**config.mk**
```make
export PLATFORM = sky130hd
export DESIGN_NAME = mux_nto1_reg
export DESIGN_NICKNAME = d
export VERILOG_FILES = /design/src/rtl/mux_pkg.sv /design/src/rtl/scan_ptr.sv /design/src/rtl/mux_nto1_reg.sv
export SDC_FILE = /design/constraint.sdc
export NUM_CORES = 1
export LEC_CHECK = 0
export CAP_MARGIN = 20
export CORE_AREA = 2 2 39 41
export DETAILED_ROUTE_END_ITERATION = 6
export DIE_AREA = 0 0 41 43
export PLACE_DENSITY_LB_ADDON = 0.3
export SLEW_MARGIN = 10
export SYNTH_ARGS = -nofsm -noshare
export SYNTH_HDL_FRONTEND = slang
export SYNTH_SLANG_ARGS = --single-unit
```
**constraint.sdc**
```tcl
create_clock -name clk -period 1.3 [get_ports clk]
set_input_delay 0.13 -clock clk [delete_from_list [all_inputs] [get_ports clk]]
set_output_delay 0.13 -clock clk [all_outputs]
set_load 0.02 [all_outputs]
```
**src/rtl/mux_pkg.sv**
```systemverilog
// Shared types and constants for the registered N-to-1 sampling mux.
package mux_pkg;

    typedef enum logic {IDLE, HOLD} mux_state_t;

    localparam logic MUX_MODE_MANUAL = 1'b0;
    localparam logic MUX_MODE_SCAN   = 1'b1;

endpackage

```
**src/rtl/scan_ptr.sv**
```systemverilog
// Round-robin scan pointer: advances on adv, wraps at N_CH-1 with a one-cycle
// wrap pulse, and restarts from channel 0 when restart is high.
module scan_ptr
    import mux_pkg::*;
#(
    parameter int N_CH  = 4,
    parameter int SEL_W = $clog2(N_CH)
) (
    input  logic             clk,
    input  logic             rst_n,
    input  logic             adv,
    input  logic             restart,
    output logic [SEL_W-1:0] ptr,
    output logic             wrap
);

    logic [SEL_W-1:0] ptr_q, ptr_d, cur;
    logic             wrap_q, wrap_d;

    // restart forces the current position to 0 so a same-cycle capture uses channel 0
    always_comb begin
        cur    = restart ? '0 : ptr_q;
        ptr_d  = cur;
        wrap_d = 1'b0;
        if (adv) begin
            if (cur == SEL_W'(N_CH - 1)) begin
                ptr_d  = '0;
                wrap_d = 1'b1;
            end else begin
                ptr_d = cur + SEL_W'(1);
            end
        end
    end

    always_ff @(posedge clk or negedge rst_n) begin
        if (!rst_n) begin
            ptr_q  <= '0;
            wrap_q <= 1'b0;
        end else begin
            ptr_q  <= ptr_d;
            wrap_q <= wrap_d;
        end
    end

    assign ptr  = ptr_q;
    assign wrap = wrap_q;

endmodule

```
**src/rtl/mux_nto1_reg.sv**
```systemverilog
// Registered N-to-1 channel mux with manual/auto-scan select and valid/ready output.
// Define MUX_PARITY_EN to add the registered even-parity output out_par_o.
module mux_nto1_reg
    import mux_pkg::*;
#(
    parameter int N_CH  = 4,
    parameter int WIDTH = 1,
    parameter int SEL_W = $clog2(N_CH)
) (
    input  logic                  clk,
    input  logic                  rst_n,
    input  logic [N_CH*WIDTH-1:0] data_i,
    input  logic [SEL_W-1:0]      sel_i,
    input  logic                  mode_i,
    input  logic                  en_i,
    input  logic                  out_ready_i,
    output logic [WIDTH-1:0]      out_data_o,
    output logic [SEL_W-1:0]      out_ch_o,
    output logic                  out_valid_o,
    output logic                  sel_err_o,
    output logic                  scan_wrap_o
`ifdef MUX_PARITY_EN
    ,
    output logic                  out_par_o
`endif
);

    mux_state_t       state_q;
    logic             mode_q;
    logic             scan_mode, mode_rise, cap;
    logic [SEL_W-1:0] ptr, idx;
    logic [WIDTH-1:0] sel_data;
    logic             sel_hit;
    logic [WIDTH-1:0] data_q;
    logic [SEL_W-1:0] ch_q;
    logic             valid_q, err_q;
`ifdef MUX_PARITY_EN
    logic             par_q;
`endif

    assign scan_mode = (mode_i == MUX_MODE_SCAN);
    assign mode_rise = scan_mode && (mode_q == MUX_MODE_MANUAL);
    assign cap       = en_i && ((state_q == IDLE) || out_ready_i);
    assign idx       = scan_mode ? (mode_rise ? '0 : ptr) : sel_i;

    // An index with no matching channel yields zero data and flags the error
    always_comb begin
        sel_data = '0;
        sel_hit  = 1'b0;
        for (int k = 0; k < N_CH; k++) begin
            if (idx == k[SEL_W-1:0]) begin
                sel_data = data_i[k*WIDTH +: WIDTH];
                sel_hit  = 1'b1;
            end
        end
    end

    scan_ptr #(
        .N_CH  (N_CH),
        .SEL_W (SEL_W)
    ) u_scan_ptr (
        .clk     (clk),
        .rst_n   (rst_n),
        .adv     (cap && scan_mode),
        .restart (mode_rise),
        .ptr     (ptr),
        .wrap    (scan_wrap_o)
    );

    always_ff @(posedge clk or negedge rst_n) begin
        if (!rst_n) begin
            state_q <= IDLE;
            mode_q  <= MUX_MODE_MANUAL;
            data_q  <= '0;
            ch_q    <= '0;
            valid_q <= 1'b0;
            err_q   <= 1'b0;
`ifdef MUX_PARITY_EN
            par_q   <= 1'b0;
`endif
        end else begin
            mode_q <= mode_i;
            if (cap) begin
                data_q <= sel_data;
                ch_q   <= idx;
                err_q  <= !sel_hit;
`ifdef MUX_PARITY_EN
                par_q  <= ^sel_data;
`endif
            end
            case (state_q)
                IDLE: begin
                    if (cap) begin
                        state_q <= HOLD;
                        valid_q <= 1'b1;
                    end
                end
                HOLD: begin
                    if (out_ready_i && !en_i) begin
                        state_q <= IDLE;
                        valid_q <= 1'b0;
                    end
                end
                default: begin
                    state_q <= IDLE;
                    valid_q <= 1'b0;
                end
            endcase
        end
    end

    assign out_data_o  = data_q;
    assign out_ch_o    = ch_q;
    assign out_valid_o = valid_q;
    assign sel_err_o   = err_q;
`ifdef MUX_PARITY_EN
    assign out_par_o   = par_q;
`endif

endmodule

```
==> results of run 1 <==
==> routing by layer <==
layer	vias to the layer above	GRT usage	share of wire
li1	201	-	-
met1	178	0.174	0.44
met2	16	0.169	0.47
met3	4	0.0209	0.057
met4	0	0.140	0.034
met5	-	0	0
==> timing repair <==
item / in CTS / in global routing
gates resized for setup: 6 / 2
endpoints found under the setup margin: 6 / 2
setup buffers: 0 / 1
hold endpoints to repair: 0 / 0
==> state kept, by name, indices dropped and copies added (netlist names) <==
signal / cells
out_ch_o: 2
u_scan_ptr.wrap: 1
sel_err_o: 1
state_q: 1
mode_q: 1
out_data_o: 1
out_valid_o: 1
u_scan_ptr.ptr: 2
==> cells in the final DEF (no fill, tap or decap) <==
| master | instances |
|---|---|
| a21oi_1 | 1 |
| a31oi_1 | 1 |
| and2_1 | 1 |
| and2_4 | 3 |
| and3_2 | 1 |
| buf_4 | 10 |
| clkbuf_4 | 3 |
| clkbuf_8 | 1 |
| clkdlybuf4s50_1 | 10 |
| dfrtp_1 | 10 |
| dlygate4sd2_1 | 6 |
| ha_4 | 1 |
| inv_1 | 2 |
| mux2_4 | 1 |
| mux2i_1 | 2 |
| nand2_1 | 9 |
| nand2b_1 | 1 |
| nand2b_4 | 3 |
| nand3_1 | 1 |
| nor2_1 | 1 |
| nor2b_1 | 1 |
| o21ai_0 | 1 |
| o21ai_2 | 1 |
| o221ai_2 | 1 |
| xnor2_1 | 1 |
==> logic make-up (layout without fill, tap and decap cells) <==
kind of cell | after synthesis | in the layout | share of synthesized area
AO/OA/AOI/OAI | 5 | 5 | 0.0851
XOR/XNOR | 1 | 1 | 0.0186
adder cells (fa/ha/maj) | 1 | 1 | 0.0266
buffers and inverters | 2 | 32 | 0.0160
flip-flops | 10 | 10 | 0.532
multiplexers | 3 | 3 | 0.0745
AND/OR/NAND/NOR | 21 | 21 | 0.247
==> power by group through the flow <==
stage | registers [mW] | clock network (mW) | logic, mW
floorplan | 0.401 | 0 | 0.108
global placement | 0.379 | 0 | 0.257
detailed placement | 0.377 | 0 | 0.262
CTS | 0.371 | 0.287 | 0.249
global route | 0.381 | 0.298 | 0.295
finish | 0.374 | 0.281 | 0.266
==> metrics by stage <==
stage               cells  hold slack, ps
finish                 89             175
global route           89             218
CTS                    88             188
detailed placement     84             462
global placement       84             460
floorplan              43            -166
==> final timing paths <==
kind                             startpoint                end  slack [ps]
worst max-delay path                 mode_q  u_scan_ptr.ptr[1]          20
worst min-delay path                  rst_n          sel_err_o         180
worst max register to register       mode_q  u_scan_ptr.ptr[1]          20
worst min register to register  out_ch_o[1]        out_ch_o[1]         470
max in group asynchronous             rst_n  u_scan_ptr.ptr[1]         810
min in group clk                out_ch_o[1]        out_ch_o[1]         470
==> critical path: cells and delay by family (launching register included) <==
| kind | cells | cell delay (ps) |
|---|---|---|
| DFF | 1 | 380 |
| and+or+nand+nor | 2 | 320 |
| muxes | 1 | 260 |
| adders and majority gates | 1 | 220 |
==> cell type report <==
type                       instances  area, µm²
clock buffer                       4       36.3
fill                             122        597
inverter                           2       7.51
multi-input combinational         31        245
sequential                        10        250
tap                               16       20.0
timing repair buffer              26        228
==> impl_metrics.env, run 1 <==
export IMPL_syn_to_final_growth_pct=67.3
export IMPL_synth_edff_count=0
export IMPL_min_period_over_period=0.985
export IMPL_drt_vias_per_instance=4.48
export IMPL_synth_seq_area_share=0.532
export IMPL_grt_ovfl_total=0
export IMPL_p_clk_frac=0.306
export IMPL_dieArea_mm2=0.00176
export IMPL_p_total_uw=921
export IMPL_routedWlPerCell_um=11.8
export IMPL_synth_cell_area_um2=470
export IMPL_grt_use_total=0.133
export IMPL_drcViolationCount=0
export IMPL_maxSlewHeadroom=0.694
export IMPL_cts_tree="done"
export IMPL_crit_chain="nand2b_4 -> and2_4 -> ha_4 -> mux2_4"
export IMPL_synth_ff_type="dfrtp_1"
export IMPL_drive_gt1_frac=0.342
export IMPL_powerDensity_mw_per_mm2=1170
export IMPL_grt_pass1_vias=379
export IMPL_hold_path_class="input pin to async pin"
export IMPL_dp_hpwl_um=748
export IMPL_dieWidth_um=41
export IMPL_port_buffers=16
export IMPL_synthesis_nets=55
export IMPL_htree_num_levels=1
export IMPL_pwr_share_seq=0.406
export IMPL_worstMarginPinSlew_ps=458
export IMPL_cp_arrival_ps=1430
export IMPL_leakagePower_nw=0.405
export IMPL_yosys_top_cells_count="dfrtp_1 (10), nand2_1 (9), and2_1 (3), nand2b_1 (3)"
export IMPL_intPower_uw=673
export IMPL_wl_um=1050
export IMPL_ir_drop_v=0.000525
export IMPL_drv_cap=0
export IMPL_worstPathRequired_ps=1450
export IMPL_die_h_um=43
export IMPL_synth_most_common_cell="dfrtp_1"
export IMPL_synth_seq_cells=10
export IMPL_yosysWarningCount=0
export IMPL_place_gp_congestion=0.694
export IMPL_worstPathMaxFanout=2
export IMPL_drv_slew=0
export IMPL_clk_insertion_delay_late_ps=270
export IMPL_final_setup_worst_slack_ps=19.8
export IMPL_synth_top_area_cell="dfrtp_1"
export IMPL_final_hold_viol_count=0
export IMPL_vias=399
export IMPL_worst_setup_path_type="flop to flop"
export IMPL_fin_area_um2=787
export IMPL_numCtsBuffers=3
export IMPL_post_synth_cell_area_avg_um2=10.9
export IMPL_status="finished, final reports clean"
export IMPL_finish_utilization=0.569
export IMPL_fin_crit_ps=1280
export IMPL_synth_top_area_frac=0.532
export IMPL_grt_first_pass_wirelength_um=1520
export IMPL_switching_share=0.269
export IMPL_start_util=0.340
export IMPL_netlist_instances=43
export IMPL_grt_max_degree=11
export IMPL_cts_hold_buf=0
export IMPL_fmax_mhz=781
export IMPL_crit_path_start_kind="flop"
export IMPL_ant_nets=0
export IMPL_row_count=14
export IMPL_num_antenna_cells=0
export IMPL_cts_reportedPaths_clkPinSlew_ps=70
export IMPL_setup_viol=0
export IMPL_tns_ps=0
export IMPL_first_pass_iters=4
export IMPL_p_comb_frac=0.289
export IMPL_synthTopCellsByArea="dfrtp_1 (53%), nand2_1 (7.2%), mux2i_1 (4.3%)"
export IMPL_finalClockSkew_ps=6.67
export IMPL_async_reset_ff_frac=1.00
export IMPL_slowest_stage="dfrtp_1"
export IMPL_synth_distinct_cells=20
export IMPL_clock_sinks=10
export IMPL_ff2ff_path_depth=4
export IMPL_coreArea_mm2=0.00138
export IMPL_nets=86
export IMPL_antenna_found_initial=0
export IMPL_root_buffer="clkbuf_4"
export IMPL_end_kind="flop"
export IMPL_p_switching_uw=248
export IMPL_dp_slack_ps=-223
export IMPL_crit_path_max_incr_delay_ps=380
export IMPL_drtIter0Drc=2
export IMPL_cts_buffer_depth=2
export IMPL_io_pins=17
export IMPL_place_area_um2=741
No activity file was read; power rests on OpenSTA's default activity.
==> run 2, diff against run 1 <==
--- a/config.mk
+++ b/config.mk
@@ -7,6 +7,7 @@
 export LEC_CHECK = 0
 export CAP_MARGIN = 20
 export CORE_AREA = 2 2 39 41
+export CTS_CLUSTER_DIAMETER = 120
 export DETAILED_ROUTE_END_ITERATION = 6
 export DIE_AREA = 0 0 41 43
 export PLACE_DENSITY_LB_ADDON = 0.3
==> results of run 2 <==
The final DEF is identical to that of run 1; final timing and power are the same.
==> run 3, diff against run 2 <==
--- a/config.mk
+++ b/config.mk
@@ -10,6 +10,7 @@
 export CTS_CLUSTER_DIAMETER = 120
 export DETAILED_ROUTE_END_ITERATION = 6
 export DIE_AREA = 0 0 41 43
+export DONT_BUFFER_PORTS = 1
 export PLACE_DENSITY_LB_ADDON = 0.3
 export SLEW_MARGIN = 10
 export SYNTH_ARGS = -nofsm -noshare
==> impl_metrics.env, run 3 (synthesized netlist as in run 1, its figures left out) <==
export IMPL_status="finished, final reports clean"
export IMPL_num_antenna_cells=0
export IMPL_final_hold_viol_count=0
export IMPL_ff2ff_path_depth=4
export IMPL_cp_arrival_ps=1400
export IMPL_grt_setup_unrepaired="false"
export IMPL_vias=332
export IMPL_end_kind="flop"
export IMPL_antenna_found_initial=0
export IMPL_grtUsageMet2=0.134
export IMPL_cts_tree="done"
export IMPL_drt_vias_per_instance=4.88
export IMPL_io_pins=17
export IMPL_tns_ps=0
export IMPL_whs_path_depth=2
export IMPL_drtIter0Drc=2
export IMPL_grt_pass1_vias=301
export IMPL_cts_buffer_depth=2
export IMPL_clk_insertion_delay_late_ps=260
export IMPL_powerDensity_mw_per_mm2=1390
export IMPL_grt_max_degree=11
export IMPL_grt_use_total=0.112
export IMPL_clock_sinks=10
export IMPL_root_buffer="clkbuf_4"
export IMPL_final_setup_worst_slack_ps=43.0
export IMPL_maxSlewHeadroom=0.708
export IMPL_nets=65
export IMPL_row_count=14
export IMPL_met3_usage=0.0314
export IMPL_final_cell_mix="dfrtp_1 (10), nand2_1 (9), and2_4 (3), clkbuf_4 (3), dlygate4sd3_1 (3)"
export IMPL_htree_num_levels=1
export IMPL_crit_path_start_kind="flop"
export IMPL_coreArea_mm2=0.00138
export IMPL_r2r_slack_ps=40
export IMPL_first_pass_iters=4
export IMPL_dp_slack_ps=28.0
export IMPL_ir_drop_v=0.000471
export IMPL_grt_first_pass_wirelength_um=1260
export IMPL_ant_nets=0
export IMPL_fin_crit_ps=1260
export IMPL_finish_utilization=0.431
export IMPL_syn_to_final_growth_pct=26.9
export IMPL_grt_ovfl_total=0
export IMPL_min_to="out_valid_o"
export IMPL_start_util=0.340
export IMPL_worst_setup_path_type="flop to flop"
export IMPL_die_h_um=43
export IMPL_dp_hpwl_um=633
export IMPL_leakagePower_nw=0.290
export IMPL_drv_slew=0
export IMPL_wl_um=847
export IMPL_drcViolationCount=0
export IMPL_crit_path_max_incr_delay_ps=380
export IMPL_drive_gt1_frac=0.308
export IMPL_fmax_mhz=796
export IMPL_hold_path_class="input pin to flop"
export IMPL_reg2reg_to="u_scan_ptr.ptr[1]"
export IMPL_dieWidth_um=41
export IMPL_final_common_cell="dfrtp_1"
export IMPL_cts_reportedPaths_clkPinSlew_ps=70
export IMPL_slowest_stage="dfrtp_1"
export IMPL_routedWlPerCell_um=12.5
export IMPL_setup_viol=0
export IMPL_worstPathRequired_ps=1440
export IMPL_port_buffers=0
export IMPL_place_gp_congestion=0.597
export IMPL_drv_cap=0
export IMPL_r2r_start="mode_q"
export IMPL_numCtsBuffers=3
export IMPL_dieArea_mm2=0.00176
export IMPL_hold_start="en_i"
export IMPL_finalClockSkew_ps=2.95
export IMPL_min_period_over_period=0.967
export IMPL_worstPathMaxFanout=2
export IMPL_grtUsageMet1=0.156
export IMPL_crit_chain="nand2b_4 -> and2_4 -> ha_4 -> mux2_4"
export IMPL_worstMarginPinSlew_ps=436
export IMPL_busiest_layer="met1"
[run 3: cell count changes in the layout (fill, tap and decap cells not counted)]
| cell | previous run | this run |
|---|---|---|
| clkdlybuf4s50_1 | 10 | 0 |
| buf_4 | 10 | 2 |
| dlygate4sd2_1 | 6 | 0 |
| dlygate4sd3_1 | 0 | 3 |
| nand2b_1 | 1 | 2 |
| nand2b_4 | 3 | 2 |
[run 3: what timing repair did]
item | in CTS | in global routing
resized for setup | 0 | 1
setup buffers | 0 | 1
hold endpoints to repair | 12 | 0
endpoints found under the setup margin | 0 | 1
hold buffers | 3 | 0
[run 3: area by class of cell]
type | count | area [µm²]
multi-input cells | 31 | 238
fillers | 141 | 787
inverters | 2 | 7.51
clock buffers | 4 | 36.3
flip-flops and latches | 10 | 250
well taps | 16 | 20.0
repair buffers | 5 | 45.0
[run 3: worst max-delay path, delay by kind of cell (launching register included)]
family / cells / cell delay, ps
AND/OR/NAND/NOR: 2 / 280
flip-flops: 1 / 380
adder cells (fa/ha/maj): 1 / 220
multiplexers: 1 / 260
[run 3: worst max-delay path by stage]
stage	slack, ps	cells after the start	start	end
after floorplan	40	4	mode_q	u_scan_ptr.ptr[1]
after global placement	50	4	mode_q	u_scan_ptr.ptr[1]
after detailed placement	30	4	mode_q	u_scan_ptr.ptr[1]
after CTS	20	4	mode_q	u_scan_ptr.ptr[1]
after global routing	7	4	mode_q	u_scan_ptr.ptr[1]
final	40	4	mode_q	u_scan_ptr.ptr[1]
[run 3: metrics by stage]
stage | total power [mW] | instance area, µm² | hold WS, ps | cells
after floorplan | 0.509 | 493 | -166 | 43
after global placement | 0.530 | 520 | -165 | 60
after detailed placement | 0.534 | 520 | -165 | 60
after CTS | 0.827 | 587 | 21.7 | 67
after global routing | 0.881 | 597 | 16.8 | 68
final | 0.829 | 597 | 36.6 | 68
[run 3: report_power, final]
group | internal (mW) | total (mW) | switching [mW]
Clock | 0.170 | 0.274 | 0.104
Sequential | 0.351 | 0.403 | 0.0530
Combinational | 0.0876 | 0.151 | 0.0636
[run 3: metal layers]
metal	wire length, µm	vias up
met4	19	0
met1	380	157
met5	0	-
li1	-	161
met2	388	12
met3	60	2
